==> src/rtl/uart_param.sv <==
// uart_param: parametrised full-duplex UART with configurable data width, stop
// bits and RX oversampling. RX is 2-flop synchronised, glitch-filtered on the
// start bit, sampled at each bit centre, and reports framing errors.
// Optional feature macro: UART_PARITY_EN adds a parity bit after the data bits
// in both directions (even parity, or odd with PARITY_ODD=1).
module uart_param #(
  parameter int CLK_FREQ   = 50000000,
  parameter int BAUD       = 115200,
  parameter int DATA_BITS  = 8,
  parameter int STOP_BITS  = 1,
  parameter int OVERSAMPLE = 16,
  parameter int PARITY_ODD = 0
) (
  input  logic                 clk,
  input  logic                 rst_n,
  input  logic [DATA_BITS-1:0] tx_data,
  input  logic                 tx_send,
  output logic                 tx,
  output logic                 tx_busy,
  input  logic                 rx,
  output logic [DATA_BITS-1:0] rx_data,
  output logic                 rx_ok,
  output logic                 rx_frame_err,
  output logic                 rx_parity_err
);

  localparam int TXDIV      = (CLK_FREQ + BAUD / 2) / BAUD;
  localparam int RXDIV_CALC = (CLK_FREQ + BAUD * OVERSAMPLE / 2) / (BAUD * OVERSAMPLE);
  localparam int RXDIV      = (RXDIV_CALC < 1) ? 1 : RXDIV_CALC;
  localparam int TCW        = $clog2(STOP_BITS * TXDIV + 1);
  localparam int OSW        = $clog2(OVERSAMPLE);
  localparam int DVW        = (RXDIV > 1) ? $clog2(RXDIV) : 1;

  localparam logic [TCW-1:0] TX_BIT_END  = TCW'(TXDIV - 1);
  localparam logic [TCW-1:0] TX_STOP_END = TCW'(STOP_BITS * TXDIV - 1);
  localparam logic [OSW-1:0] OS_HALF_END = OSW'(OVERSAMPLE / 2 - 1);
  localparam logic [OSW-1:0] OS_FULL_END = OSW'(OVERSAMPLE - 1);
  localparam logic [DVW-1:0] DIV_END     = DVW'(RXDIV - 1);
  localparam logic [3:0]     LAST_BIT    = 4'(DATA_BITS - 1);

  // Shared state encoding for the TX and RX FSMs.
  localparam logic [2:0] S_IDLE      = 3'd0;
  localparam logic [2:0] S_START     = 3'd1;
  localparam logic [2:0] S_DATA      = 3'd2;
`ifdef UART_PARITY_EN
  localparam logic [2:0] S_PARITY    = 3'd3;
  localparam logic       PAR_ODD     = (PARITY_ODD != 0);
`endif
  localparam logic [2:0] S_STOP      = 3'd4;
  localparam logic [2:0] S_WAIT_HIGH = 3'd5;

  // Elaboration-time guard against unsupported parameter values.
  if (DATA_BITS < 5 || DATA_BITS > 9 || (STOP_BITS != 1 && STOP_BITS != 2) ||
      OVERSAMPLE < 4 || (OVERSAMPLE % 2) != 0 || PARITY_ODD < 0 || PARITY_ODD > 1)
  begin : g_bad_params
    $error("uart_param: unsupported parameter value");
  end

  // ---------------------------------------------------------------- TX
  logic [2:0]           tx_state_q, tx_state_d;
  logic [TCW-1:0]       tx_cnt_q, tx_cnt_d;
  logic [3:0]           tx_bit_q, tx_bit_d;
  logic [DATA_BITS-1:0] tx_shift_q, tx_shift_d;
  logic                 tx_q, tx_d;
`ifdef UART_PARITY_EN
  logic                 tx_par_q, tx_par_d;
`endif

  // TX next-state: every line bit is held for exactly TXDIV clocks.
  // NOTE: each variable gets a default before the case so no path leaves it unassigned (no latch).
  always_comb begin
    tx_state_d = tx_state_q;
    tx_cnt_d   = tx_cnt_q;
    tx_bit_d   = tx_bit_q;
    tx_shift_d = tx_shift_q;
    tx_d       = tx_q;
`ifdef UART_PARITY_EN
    tx_par_d   = tx_par_q;
`endif
    case (tx_state_q)
      S_IDLE: begin
        if (tx_send) begin
          tx_state_d = S_START;
          tx_cnt_d   = '0;
          tx_bit_d   = '0;
          tx_shift_d = tx_data;
          tx_d       = 1'b0;
`ifdef UART_PARITY_EN
          tx_par_d   = (^tx_data) ^ PAR_ODD;
`endif
        end
      end
      S_START: begin
        if (tx_cnt_q == TX_BIT_END) begin
          tx_state_d = S_DATA;
          tx_cnt_d   = '0;
          tx_d       = tx_shift_q[0];
          tx_shift_d = tx_shift_q >> 1;
        end else begin
          tx_cnt_d = tx_cnt_q + 1'b1;
        end
      end
      S_DATA: begin
        if (tx_cnt_q == TX_BIT_END) begin
          tx_cnt_d = '0;
          if (tx_bit_q == LAST_BIT) begin
`ifdef UART_PARITY_EN
            tx_state_d = S_PARITY;
            tx_d       = tx_par_q;
`else
            tx_state_d = S_STOP;
            tx_d       = 1'b1;
`endif
          end else begin
            tx_bit_d   = tx_bit_q + 1'b1;
            tx_d       = tx_shift_q[0];
            tx_shift_d = tx_shift_q >> 1;
          end
        end else begin
          tx_cnt_d = tx_cnt_q + 1'b1;
        end
      end
`ifdef UART_PARITY_EN
      S_PARITY: begin
        if (tx_cnt_q == TX_BIT_END) begin
          tx_state_d = S_STOP;
          tx_cnt_d   = '0;
          tx_d       = 1'b1;
        end else begin
          tx_cnt_d = tx_cnt_q + 1'b1;
        end
      end
`endif
      S_STOP: begin
        // Whole stop period is one count so two stop bits need no extra state.
        if (tx_cnt_q == TX_STOP_END) begin
          tx_state_d = S_IDLE;
          tx_cnt_d   = '0;
        end else begin
          tx_cnt_d = tx_cnt_q + 1'b1;
        end
      end
      default: begin
        tx_state_d = S_IDLE;
        tx_cnt_d   = '0;
        tx_d       = 1'b1;
      end
    endcase
  end

  // TX state registers; the line idles high.
  // NOTE: sequential state uses non-blocking assignments so all flops update together at the edge.
  always_ff @(posedge clk or negedge rst_n) begin
    if (!rst_n) begin
      tx_state_q <= S_IDLE;
      tx_cnt_q   <= '0;
      tx_bit_q   <= '0;
      tx_shift_q <= '0;
      tx_q       <= 1'b1;
`ifdef UART_PARITY_EN
      tx_par_q   <= 1'b0;
`endif
    end else begin
      tx_state_q <= tx_state_d;
      tx_cnt_q   <= tx_cnt_d;
      tx_bit_q   <= tx_bit_d;
      tx_shift_q <= tx_shift_d;
      tx_q       <= tx_d;
`ifdef UART_PARITY_EN
      tx_par_q   <= tx_par_d;
`endif
    end
  end

  assign tx      = tx_q;
  assign tx_busy = (tx_state_q != S_IDLE);

  // ---------------------------------------------------------------- RX
  logic [1:0]           rx_sync_q;
  logic                 rx_prev_q;
  logic                 rx_s, rx_fall, rx_tick;
  logic [2:0]           rx_state_q, rx_state_d;
  logic [DVW-1:0]       rx_div_q, rx_div_d;
  logic [OSW-1:0]       rx_os_q, rx_os_d;
  logic [3:0]           rx_bit_q, rx_bit_d;
  logic [DATA_BITS-1:0] rx_shift_q, rx_shift_d;
  logic [DATA_BITS-1:0] rx_data_q, rx_data_d;
  logic                 rx_ok_q, rx_ok_d;
  logic                 rx_ferr_q, rx_ferr_d;
`ifdef UART_PARITY_EN
  logic                 rx_par_q, rx_par_d;
  logic                 rx_perr_q, rx_perr_d;
`endif

  // Two-flop synchroniser plus previous-value flop for falling-edge detection.
  always_ff @(posedge clk or negedge rst_n) begin
    if (!rst_n) begin
      rx_sync_q <= 2'b11;
      rx_prev_q <= 1'b1;
    end else begin
      rx_sync_q <= {rx_sync_q[0], rx};
      rx_prev_q <= rx_sync_q[1];
    end
  end

  assign rx_s    = rx_sync_q[1];
  assign rx_fall = rx_prev_q & ~rx_s;
  assign rx_tick = (rx_div_q == DIV_END);

  // RX next-state: qualify the start bit at half a bit, then sample every bit centre.
  always_comb begin
    rx_state_d = rx_state_q;
    rx_div_d   = rx_tick ? '0 : rx_div_q + 1'b1;
    rx_os_d    = rx_os_q;
    rx_bit_d   = rx_bit_q;
    rx_shift_d = rx_shift_q;
    rx_data_d  = rx_data_q;
    rx_ok_d    = 1'b0;
    rx_ferr_d  = rx_ferr_q;
`ifdef UART_PARITY_EN
    rx_par_d   = rx_par_q;
    rx_perr_d  = rx_perr_q;
`endif
    case (rx_state_q)
      S_IDLE: begin
        rx_div_d = '0;
        if (rx_fall) begin
          rx_state_d = S_START;
          rx_os_d    = '0;
        end
      end
      S_START: begin
        if (rx_tick) begin
          if (rx_os_q == OS_HALF_END) begin
            rx_os_d    = '0;
            rx_bit_d   = '0;
            rx_state_d = rx_s ? S_IDLE : S_DATA;
          end else begin
            rx_os_d = rx_os_q + 1'b1;
          end
        end
      end
      S_DATA: begin
        if (rx_tick) begin
          if (rx_os_q == OS_FULL_END) begin
            rx_os_d    = '0;
            rx_shift_d = {rx_s, rx_shift_q[DATA_BITS-1:1]};
            if (rx_bit_q == LAST_BIT) begin
`ifdef UART_PARITY_EN
              rx_state_d = S_PARITY;
`else
              rx_state_d = S_STOP;
`endif
            end else begin
              rx_bit_d = rx_bit_q + 1'b1;
            end
          end else begin
            rx_os_d = rx_os_q + 1'b1;
          end
        end
      end
`ifdef UART_PARITY_EN
      S_PARITY: begin
        if (rx_tick) begin
          if (rx_os_q == OS_FULL_END) begin
            rx_os_d    = '0;
            rx_par_d   = rx_s;
            rx_state_d = S_STOP;
          end else begin
            rx_os_d = rx_os_q + 1'b1;
          end
        end
      end
`endif
      S_STOP: begin
        if (rx_tick) begin
          if (rx_os_q == OS_FULL_END) begin
            rx_os_d    = '0;
            rx_data_d  = rx_shift_q;
            rx_ferr_d  = ~rx_s;
            rx_ok_d    = 1'b1;
`ifdef UART_PARITY_EN
            rx_perr_d  = rx_par_q ^ (^rx_shift_q) ^ PAR_ODD;
`endif
            // A low stop bit (break) must see the line return high before re-arming.
            rx_state_d = rx_s ? S_IDLE : S_WAIT_HIGH;
          end else begin
            rx_os_d = rx_os_q + 1'b1;
          end
        end
      end
      S_WAIT_HIGH: begin
        rx_div_d = '0;
        if (rx_s) rx_state_d = S_IDLE;
      end
      default: begin
        rx_state_d = S_IDLE;
        rx_div_d   = '0;
      end
    endcase
  end

  // RX state and output registers.
  always_ff @(posedge clk or negedge rst_n) begin
    if (!rst_n) begin
      rx_state_q <= S_IDLE;
      rx_div_q   <= '0;
      rx_os_q    <= '0;
      rx_bit_q   <= '0;
      rx_shift_q <= '0;
      rx_data_q  <= '0;
      rx_ok_q    <= 1'b0;
      rx_ferr_q  <= 1'b0;
`ifdef UART_PARITY_EN
      rx_par_q   <= 1'b0;
      rx_perr_q  <= 1'b0;
`endif
    end else begin
      rx_state_q <= rx_state_d;
      rx_div_q   <= rx_div_d;
      rx_os_q    <= rx_os_d;
      rx_bit_q   <= rx_bit_d;
      rx_shift_q <= rx_shift_d;
      rx_data_q  <= rx_data_d;
      rx_ok_q    <= rx_ok_d;
      rx_ferr_q  <= rx_ferr_d;
`ifdef UART_PARITY_EN
      rx_par_q   <= rx_par_d;
      rx_perr_q  <= rx_perr_d;
`endif
    end
  end

  assign rx_data      = rx_data_q;
  assign rx_ok        = rx_ok_q;
  assign rx_frame_err = rx_ferr_q;
`ifdef UART_PARITY_EN
  assign rx_parity_err = rx_perr_q;
`else
  assign rx_parity_err = 1'b0;
`endif

endmodule

==> config.mk <==
export PLATFORM = sky130hd
export DESIGN_NAME = uart_param
export DESIGN_NICKNAME = d
export VERILOG_FILES = /design/src/rtl/uart_param.sv
export SDC_FILE = /design/constraint.sdc
export NUM_CORES = 1
export LEC_CHECK = 0
export ABC_AREA = 1
export CORE_MARGIN = 2
export CORE_UTILIZATION = 46
export DETAILED_ROUTE_END_ITERATION = 10
export HOLD_SLACK_MARGIN = 0.03
export PLACE_DENSITY = 0.65
export SLEW_MARGIN = 20
export SYNTH_ARGS = -nofsm -noshare
export SYNTH_HDL_FRONTEND = slang
export SYNTH_SLANG_ARGS = --single-unit
==> constraint.sdc <==
create_clock -name clk -period 3.5 [get_ports clk]
set_clock_uncertainty 0.15 [all_clocks]
set_input_delay 0.7 -clock clk [delete_from_list [all_inputs] [get_ports clk]]
set_output_delay 0.7 -clock clk [all_outputs]
set_load 0.1 [all_outputs]
# Word level (Yosys, flattened, before mapping)
# Cells that the tools add are included.
dict set report classes {
  n_eq_ne 30
  bitwise 3
  reduce_logical 19
  mux 52
  add_sub_neg 5
}
# operator count
set op_table {}
lappend op_table {{2-to-1 mux 4 bit} 13}
lappend op_table {{2-to-1 mux 3 bit} 15}
lappend op_table {{2-to-1 mux 8 bit} 4}
lappend op_table {{inequality test 2 bit (second input constant)} 16}
lappend op_table {{case mux 8 bit (3 select lines)} 1}
lappend op_table {{2-to-1 mux 9 bit} 2}
lappend op_table {{case mux 9 bit (2 select lines)} 1}
lappend op_table {{case mux 4 bit (2 select lines)} 2}
lappend op_table {{case mux 3 bit (5 select lines)} 1}
lappend op_table {{adder 4 x 1 -> 4 bit (second input constant)} 3}
lappend op_table {{== test 4 x 3 -> 1 bit (second input constant)} 3}
lappend op_table {{case mux 3 bit (4 select lines)} 1}
lappend op_table {{case mux 4 bit (3 select lines)} 1}
lappend op_table {{AND reduction 4 bit} 3}
lappend op_table {{2-to-1 mux 5 bit} 2}
lappend op_table {{AND reduction 5 bit} 2}
lappend op_table {{adder 9 x 1 -> 9 bit (second input constant)} 1}
lappend op_table {{== test 3 bit (second input constant)} 3}
lappend op_table {{== test 9 bit (second input constant)} 1}
lappend op_table {{AND reduction 9 bit} 1}
lappend op_table {{nonzero test 3 bit} 3}
lappend op_table {{2-to-1 mux 1 bit} 7}
lappend op_table {{== test 3 x 1 -> 1 bit (second input constant)} 2}
lappend op_table {{== test 3 x 2 -> 1 bit (second input constant)} 2}
lappend op_table {{14 further kinds} 19}
dict set report word_totals {
  ff_bits 62
  wordCells 124
}

# Logic depth before layout (Yosys ltp)
dict set report depth {
  depth_word 5
  ltp_mapped 10
  ltp_nobuf 9
}

# Worst setup path before layout
# No wires, ideal clock.
dict set report synth_timing {
  kind {register to register}
  from {register tx_state_q[1]}
  to {register tx_cnt_q[8]}
  setup_time_ps 121
  path_buffers 1
  setup_slack_ps 1656
  synth_period_minus_slack_ps 1844
  arrival_ps 1573
  path_stages_with_launch 8
  cell_sequence {dfrtp_1 > nor2_2 > nand2_2 > nor2_8 > inv_6 > buf_6 > a31oi_1 > nor2_1}
}
dict set report synth_via {
  elab_chain_cells 3
}
# item line
set synth_lines {}
lappend synth_lines {{start, declared} 60} ;# logic [2:0] tx_state_q, tx_state_d;
lappend synth_lines {{start signal, assigned} 164} ;# tx_state_q <= tx_state_d;
lappend synth_lines {{== test 3 bit, or another cell as far along} 80} ;# case (tx_state_q)
lappend synth_lines {{OR reduction 3 bit (no source line)} -}
lappend synth_lines {{case mux 9 bit (2 select lines)} 80}
lappend synth_lines {{end signal, assigned} 165} ;# tx_cnt_q <= tx_cnt_d;
lappend synth_lines {{end, declared} 61} ;# logic [TCW-1:0] tx_cnt_q, tx_cnt_d;
# Several ways; a longest one is shown, not always the timed one.
# A chain may end at the register's enable or synchronous reset.

# Worst setup path in the final report
dict set report layout_timing {
  from {register tx_state_q[1]}
  to {output port tx_busy}
}
dict set report layout_via {
  elab_chain_cells 1
}
# item line
set layout_lines {}
lappend layout_lines {{nonzero test 3 bit} 176} ;# assign tx_busy = (tx_state_q != S_IDLE);
lappend layout_lines {{end, declared} 19} ;# output logic tx_busy,
# No other way between the ends.

==> flow_summary.json <==
{
  "required_ps": 2650,
  "ys_types": 39,
  "postSynthAreaPerCell_um2": 8.51,
  "path_clk_slew_ps": 80,
  "cp_top_family": "flip-flops",
  "die_area_um2": 8070,
  "critical_path_peak_fanout": 5,
  "die_h_um": 89.8,
  "track_usage_pct": 16.3,
  "min_period_over_period_pct": 62.6,
  "wl_met1_um": 2830,
  "core_area_um2": 7180,
  "cts_tree": "yes",
  "grt_max_degree": 33,
  "ir_worst_vdd_mv": 0.470,
  "vias": 2541,
  "timing.fmax_mhz": 457,
  "cts_buffer_depth": 2,
  "worst-path-buf-inv": 1,
  "nets": 446,
  "netlist_area_um2": 3390,
  "critPathMaxStageDelay_ps": 470,
  "setup-violations-final": 0,
  "first_global_vias": 2473,
  "max_slew.worst_pin.slew_ps": 707,
  "final_common_cell": "nand2_1",
  "placedCellCount": 515,
  "synth_seq_cells": 62,
  "htree_levels": 3,
  "cts_buffers": 9,
  "post_drt_wl_per_cell_um": 11.0,
  "timing.final.hold_violations": 0,
  "die-width_um": 89.8,
  "synthCells": 398,
  "drt-initial-drc-count": 136,
  "final.min_clock_period_ps": 2190,
  "drv_slew": 0,
  "holdBufCountCts": 0,
  "crit_slowest_cell": "dfrtp_1",
  "crit_path_end_kind": "primary output",
  "maxUsedRoutingLayer": "met4",
  "rsz0062_at_grt": "no",
  "status": "completed",
  "drt-vias-per-instance": 4.79,
  "grt_pass1_wl_um": 10900,
  "final_cell_mix": "nand2_1 (104), dfrtp_1 (58), inv_1 (40)",
  "met2_length_um": 2810,
  "rows": 31,
  "syn-num-nets": 417,
  "critPathKind": "register to primary output",
  "ios": 25,
  "setup_tns_ps": 0,
  "drv_cap": 0,
  "place.gp.congestion": 0.838,
  "numPortBuffers": 23,
  "postRouteAntennaNets": 0,
  "post_cts_buffers": 0,
  "antenna_found_initial": 0,
  "drc": 0,
  "grt-ovfl-total": 0,
  "clockRootBuffer": "clkbuf_8",
  "cp-start-kind": "register",
  "synth_seq_area_share_pct": 46.0,
  "path_cells": "nor2_2 > nand2_2 > buf_4",
  "antenna_cells": 0,
  "hpwl_um": 4200,
  "slew_headroom_pct": 52.9,
  "hold_class": "register to register",
  "cts_resized": 0,
  "arrival_ps": 1340,
  "numClockSinks": 62,
  "fin_cells": 531,
  "cellLeakagePower_nw": 1.94,
  "areaGrowthSynthToFinish_pct": 14.3,
  "dr_wl_met3_um": 180,
  "first_pass_iters": 4,
  "insertion_delay_ps": 340,
  "power.density_nw_per_um2": 797,
  "ys_warn_count": 0,
  "wirelength_um": 5860,
  "start_util_pct": 47.2,
  "layout-drive-gt1-share_pct": 22.5
}
-- stage by stage --
stage | area, um2 | hold WS [ps] | setup WS (ps) | total power, W | util (%)
3_3_place_gp | 3650 | 197 | 1330 | 0.00239 | 50.8
5_1_grt | 3870 | 216 | 1220 | 0.00334 | 53.9
2_1_floorplan | 3390 | 195 | 1660 | 0.00225 | -
3_5_place_dp | 3650 | 198 | 1320 | 0.00241 | 50.8
4_1_cts | 3870 | 209 | 1280 | 0.00312 | 53.9
6_report | 3870 | 208 | 1310 | 0.00309 | 53.9
-- layout make-up --
cell class | instances | area, um2
clock buffer | 9 | 124
clock inverter | 7 | 98.8
fill | 698 | 3310
inverter | 53 | 206
multi-input combinational | 276 | 1550
sequential | 62 | 1560
tap | 99 | 124
timing repair buffer | 25 | 210
-- power by group --
part / internal (W) / leakage [nW] / switching (W)
registers: 0.000861 / 0.826 / 0.000132
clock network: 0.000403 / 0.109 / 0.000290
logic: 0.000444 / 1.01 / 0.000955
total: 0.00171 / 1.94 / 0.00138
-- Yosys cell counts (all sizes together) --
| cell | number | area share (%) |
|---|---|---|
| a21oi | 7 | 1.3 |
| a31oi | 1 | 0.18 |
| and2 | 1 | 0.22 |
| buf | 7 | 2.2 |
| conb | 1 | 0.11 |
| dfrtp | 58 | 43 |
| dfstp | 4 | 3.1 |
| ha | 7 | 2.6 |
| inv | 53 | 6.1 |
| nand2 | 120 | 15 |
| nand3 | 25 | 5.5 |
| nand3b | 1 | 0.22 |
| nand4 | 18 | 3.5 |
| nor2 | 35 | 5.5 |
| nor3 | 3 | 0.44 |
| nor3b | 1 | 0.22 |
| o21a | 1 | 0.22 |
| o21ai | 41 | 7.2 |
| o22ai | 1 | 0.18 |
| or2 | 1 | 0.18 |
| xnor2 | 2 | 0.52 |
| xor2 | 10 | 2.6 |
-- worst paths after layout --
kind,from,slack (ps),depth (start not counted),to
worst max-delay path,tx_state_q[1],1310,3,tx_busy
worst min-delay path,rx_sync_q[0],210,0,rx_sync_q[1]
worst max register to register,tx_cnt_q[1],1780,9,tx_shift_q[1]
worst min register to register,rx_sync_q[0],210,0,rx_sync_q[1]
max in group asynchronous,rst_n,2170,2,rx_sync_q[0]
min in group asynchronous,rst_n,260,1,tx_cnt_q[6]
-- worst register-to-register path: cells and delay by family (launching register included) --
kind	cells	cell delay (ps)
fa+ha+maj	1	160
simple gates	6	740
compound gates	1	60
flops	1	410
buf+inv	1	90
-- flip-flops by register name, summed over array words and instances, names as in the netlist --
signal and flops:
rx_os_q 4, tx 1, tx_shift_q 8, tx_cnt_q 9, tx_state_q 3, rx_frame_err 1, rx_state_q 3, rx_div_q 5
rx_sync_q 2, rx_data 8, rx_bit_q 4, rx_prev_q 1, rx_ok 1, rx_shift_q 8, tx_bit_q 4
-- kinds of logic (layout without fill, tap and decap cells) --
family / after synthesis / in the layout / share of synthesized area, %
AO/OA/AOI/OAI: 51 / 51 / 9.01
XOR/XNOR: 12 / 12 / 3.10
adder cells (fa/ha/maj): 7 / 7 / 2.59
buffers and inverters: 60 / 94 / 8.27
flip-flops: 62 / 62 / 46.0
other: 1 / 1 / 0.111
AND/OR/NAND/NOR: 205 / 205 / 31.0
-- metal layers --
| metal | track usage [%] | vias to the layer above |
|---|---|---|
| met5 | 0 | - |
| met4 | 4.49 | 0 |
| met3 | 5.36 | 4 |
| met2 | 26.7 | 26 |
| met1 | 20.8 | 1170 |
| li1 | - | 1341 |
Power figures use the tool's default switching activity.
